### config.mk
export PLATFORM = sky130hd
export DESIGN_NAME = encoder_42
export DESIGN_NICKNAME = d
export VERILOG_FILES = /design/src/rtl/encoder_42.sv
export SDC_FILE = /design/constraint.sdc
export NUM_CORES = 1
export LEC_CHECK = 0
export BUFFER_PORTS_ARGS = -buffer_cell sky130_fd_sc_hd__buf_2
export CAP_MARGIN = 10
export CORE_AREA = 3 3 40 42
export CTS_CLUSTER_DIAMETER = 150
export DETAILED_ROUTE_END_ITERATION = 16
export DIE_AREA = 0 0 43 45
export PLACE_DENSITY_LB_ADDON = 0.05
export REMOVE_ABC_BUFFERS = 1
export SYNTH_ARGS = -nofsm -noshare
export SYNTH_HDL_FRONTEND = slang
export SYNTH_SLANG_ARGS = --single-unit
### constraint.sdc
create_clock -name clk -period 0.8 [get_ports clk]
set_input_delay 0.12 -clock clk [delete_from_list [all_inputs] [get_ports clk]]
set_output_delay 0.12 -clock clk [all_outputs]
set_load 0.05 [all_outputs]
### src/rtl/encoder_42.sv
// encoder_42 -- 4-to-2 priority encoder with optional output registers.
//
// Compresses a 4-bit request vector into the binary index of the winning
// asserted bit, plus status flags for "any request" and "more than one
// request".
//
// Parameters:
//   MSB_PRIORITY  1: highest-index set bit wins; 0: lowest-index set bit wins
//   REG_OUT       1: outputs registered (one-cycle latency)
//                 0: outputs follow w combinationally
//
// Ports:
//   clk    in   1  system clock, rising-edge active
//   rst_n  in   1  asynchronous active-low reset
//   w      in   4  request vector, any pattern legal
//   y      out  2  index of the winning set bit (0 when no bit is set)
//   valid  out  1  at least one bit of w is set
//   multi  out  1  two or more bits of w are set
module encoder_42 #(
  parameter bit MSB_PRIORITY = 1'b1,
  parameter bit REG_OUT      = 1'b1
) (
  input  logic       clk,
  input  logic       rst_n,
  input  logic [3:0] w,
  output logic [1:0] y,
  output logic       valid,
  output logic       multi
);

  logic [1:0] enc_y;
  logic       enc_valid;
  logic       enc_multi;

  logic [1:0] y_q;
  logic       valid_q;
  logic       multi_q;

  // Winner selection. With no bit set the index falls back to 0, so
  // consumers must qualify y with valid.
  always_comb begin
    enc_y = '0;
    if (MSB_PRIORITY) begin
      if (w[3])      enc_y = 2'd3;
      else if (w[2]) enc_y = 2'd2;
      else if (w[1]) enc_y = 2'd1;
      else           enc_y = 2'd0;
    end else begin
      if (w[0])      enc_y = 2'd0;
      else if (w[1]) enc_y = 2'd1;
      else if (w[2]) enc_y = 2'd2;
      else if (w[3]) enc_y = 2'd3;
      else           enc_y = 2'd0;
    end
  end

  assign enc_valid = |w;
  // Clearing the lowest set bit leaves something behind only when at
  // least two bits were set.
  assign enc_multi = |(w & (w - 4'd1));

  always_ff @(posedge clk or negedge rst_n) begin
    if (!rst_n) begin
      y_q     <= '0;
      valid_q <= 1'b0;
      multi_q <= 1'b0;
    end else begin
      y_q     <= enc_y;
      valid_q <= enc_valid;
      multi_q <= enc_multi;
    end
  end

  assign y     = REG_OUT ? y_q     : enc_y;
  assign valid = REG_OUT ? valid_q : enc_valid;
  assign multi = REG_OUT ? multi_q : enc_multi;

endmodule

Yosys cells after proc, flatten, opt, wreduce, memory -nomap -nowiden
Index checks and enable logic that the tools add are counted.

storage, ports and cells
  word-level logic and storage cells = 10
  register bits after elaboration = 4
  latch bits = 0
  input port bits = 6
  memories kept = 0
  output and inout port bits = 4
  bits in read-only memories = 0
  RAM bits = 0

cells by class
  bitwise gates (word level) = 1
  add/subtract/negate cells = 1
  shifts and indexed selects = 0
  div/mod/pow operators = 0
  eq/ne operators = 0
  reduce and logical (&&, ||, !) cells = 2
  multiplexer cells = 3
  $lt $le $gt $ge = 0
  multiply operators = 0

operator list
  kind                                                                 count
  4-bit OR reduction                                                   2
  4-bit AND                                                            1
  2-bit 2-to-1 mux                                                     2
  4-bit by 1-bit subtractor with 4-bit output (second input constant)  1
  1-bit 2-to-1 mux                                                     1

Depth between registers and ports, before layout
  depth after elaboration = 3
  gate-level depth with buffers = 2

Least setup slack after synthesis
No wires, ideal clock.

  kind = input -> register
  start point = input port w[2]
  end point = register valid_q (netlist: valid)
  setup slack = 0.046 ns
  setup time = 0.132 ns
  data arrival time = 0.622 ns
  stages on the path = 2
  cells stage by stage = or2_1 > or3_1

on the way
  word-level cells in the longest chain between the ends = 1

RTL lines
  what                  RTL line  text
  start, declared       25        input logic [3:0] w,
  4-bit OR reduction    57        assign enc_valid = |w;
  via enc_valid         32        logic enc_valid;
  end signal, assigned  69        valid_q <= enc_valid;
  end, declared         36        logic valid_q;

The timed path passes the listed nets, and every way through them passes these cells.

Final worst setup path
  start point = register multi_q (netlist: multi)
  end point = output port multi

RTL lines
  what                    RTL line  text
  start, declared         37        logic multi_q;
  start signal, assigned  70        multi_q <= enc_multi;
  end, declared           28        output logic multi

No word-level cell between the ends.

==> summary.txt <==
Final layout
  • P&R area growth vs syn: 101%
  • Fraction of layout cells with a size suffix above 1: 0.556
  • Layout net count: 35
  • Fin cells: 42
  • Diode count: 0

Setup path
  • CP Max Fanout: 1
  • CP Buf/Inv Count: 1
  • Data required time of the worst path: 680 ps
  • Crit path kind: reg2out
  • CP delay by family, top: flip-flops
  • Worst path slowest cell: dfrtp_1
  • Critical Path, Cell by Cell: buf_6
  • CP Launch Type: register
  • Slowest Stage Delay on Critical Path: 360 ps
  • Critical Path End Type: output pin
  • WP data arrival: about 740 ps

Timing
  • Slew margin rel.: 0.872
  • Fin crit period: approximately 860 ps
  • Final setup margin: -62.6 ps
  • Setup-violating endpoint count in the final report: 4
  • Max Clock Freq: 1160 MHz
  • Setup TNS: -243 ps
  • Period utilisation layout: 1.08
  • RSZ-0062 raised after global routing: true
  • Hold WS: about 130 ps
  • Final Hold Violating Endpoints: 0
  • Least-Margin Pin Slew: 191 ps
  • Max-slew violation count: 0

Power and ir drop
  • Leakage: 0.134 nW
  • Combinational fraction of design power: 0.200
  • Clock network fraction of design power: 0.416
  • Pint: 0.432 mW
  • Worst VDD drop: around 0.00030 V
  • Sw frac: 0.246
  • PD cells: approximately 2000 nW/um^2
  • Net Switching: 0.141 mW
  • Tot Pwr: roughly 0.57 mW
  • Flop pwr share: 0.384

Synth
  • Mapped Area: between 100 and 150 sq um
  • Register area share after synthesis: 0.702
  • Syn Inst Count: 11
  • Ys Warns: 0
  • Syn avg cell area: between 10 and 15 sq um
  • Count of different cell masters after synthesis: 7
  • Synth Register Bits: 4

Routing
  • Vias/cell: 3.07
  • DRC viols: 0
  • Vias: 129
  • Routed len/inst: approximately 7.5 um
  • Routed WL: 315 um
  • Initial drt markers: 0
  • DRT antenna net count: 0
  • Detailed-router iteration count before antenna repair: 1

Floorplanning
  • Core area: around 1300 sq um
  • Io pins: 10
  • Num rows: 13
  • Die Y: 45 um
  • Die area: between 1500 and 2000 sq um
  • Initial core utilization: 0.111
  • Die W: 43 um

Min path
  • Worst hold path endpoint: valid$_DFF_PN0_
  • Hold Path Depth: 2
  • Hold crit path type: in2reg
  • Hold path start: w[0]

Clock tree
  • Worst-path clk slew: ~40 ps
  • CTS buffer count: 3
  • Clock Sinks: 4
  • CTS tree: yes
  • Root buf cell: clkbuf_4
  • H-tree depth: 1
  • Clk buf depth: 2

GRT
  • Grt total ovfl: 0
  • Pin count of the biggest net entering global routing: 5
  • GR Util All Layers: 0.0401
  • Initial antenna violation count: 0
  • Vias in the first global route: around 140
  • First-pass GRT wire length: a little under 500 um

Run status
  • Status: complete, but fails checks
  • Failing checks: setup timing

Placement
  • Dpl cells: 38
  • Routability Congestion: ~0.62
  • Pre-CTS WS: -99.3 ps
  • Port buffer count: 9

Job
  • Max-cap viol count: 0
[repair_timing]
action | 4_1_cts | 5_1_grt
setup buffers | 0 | 0
gates resized for setup | 8 | 0
endpoints found under the setup margin | 4 | 4
endpoints found under the hold margin | 4 | 0
hold buffers | 1 | 0
[metal layers]
| layer | vias to the layer above | part of all wire | GRT usage | wire, um |
|---|---|---|---|---|
| li1 | 70 | - | - | - |
| met5 | - | 0 | 0 | 0 |
| met4 | 0 | 0 | 0.0904 | 0 |
| met1 | 50 | 0.40 | 0.0462 | 126 |
| met3 | 0 | 0.13 | 0 | 40 |
| met2 | 9 | 0.47 | 0.0419 | 148 |
[cells by family (layout without fill, tap and decap cells)]
family | after synthesis | after routing | synth area share
flip-flops | 4 | 4 | 0.702
AND/OR/NAND/NOR | 3 | 3 | 0.114
AO/OA/AOI/OAI | 3 | 3 | 0.158
buffers and inverters | 1 | 17 | 0.0263
[cell type report]
class                      count  area, sq um
sequential                     4          100
multi-input combinational      6         38.8
tap                           15         18.8
timing repair buffer          13          103
fill                         141          998
inverter                       1         3.75
clock buffer                   3         22.5
[worst max path at each step]
stage,depth (start not counted),from,end
floorplan,2,w[2],valid$_DFF_PN0_
global placement,3,w[2],valid$_DFF_PN0_
detailed placement,3,w[2],valid$_DFF_PN0_
CTS,1,multi$_DFF_PN0_,multi
global route,1,y[0]$_DFF_PN0_,y[0]
finish,1,multi$_DFF_PN0_,multi
[synth_stat cells]
cell / number / area [sq um]
a211oi_1: 2 / 15.0
a21o_1: 1 / 7.51
dfrtp_1: 4 / 100
inv_1: 1 / 3.75
nor2_1: 1 / 3.75
or2_1: 1 / 6.26
or3_1: 1 / 6.26
[per-stage QoR]
| step | instance area (sq um) | util |
|---|---|---|
| 2_1_floorplan | 143 | - |
| 3_3_place_gp | 229 | 0.178 |
| 3_5_place_dp | 229 | 0.178 |
| 4_1_cts | 287 | 0.223 |
| 5_1_grt | 287 | 0.223 |
| 6_report | 287 | 0.223 |
[power by group through the flow]
stage	combinational, mW	sequential (mW)	clock, mW
global placement	0.0984	0.219	0
finish	0.115	0.220	0.238
CTS	0.116	0.220	0.253
global route	0.122	0.221	0.253
detailed placement	0.0987	0.220	0
floorplan	0.0109	0.261	0
[state kept, by name (all words and copies together), names as in the netlist]
signal	cells
y	2
multi	1
valid	1
[layout by cell type, fill, tap and decap left out, drive strengths merged]
master and count:
a211oi 2, a21o 1, buf 12, clkbuf 3, dfrtp 4, dlygate4sd3 1, inv 1, nor2 1
or2 1, or3 1
Power figures use the tool's default switching activity.
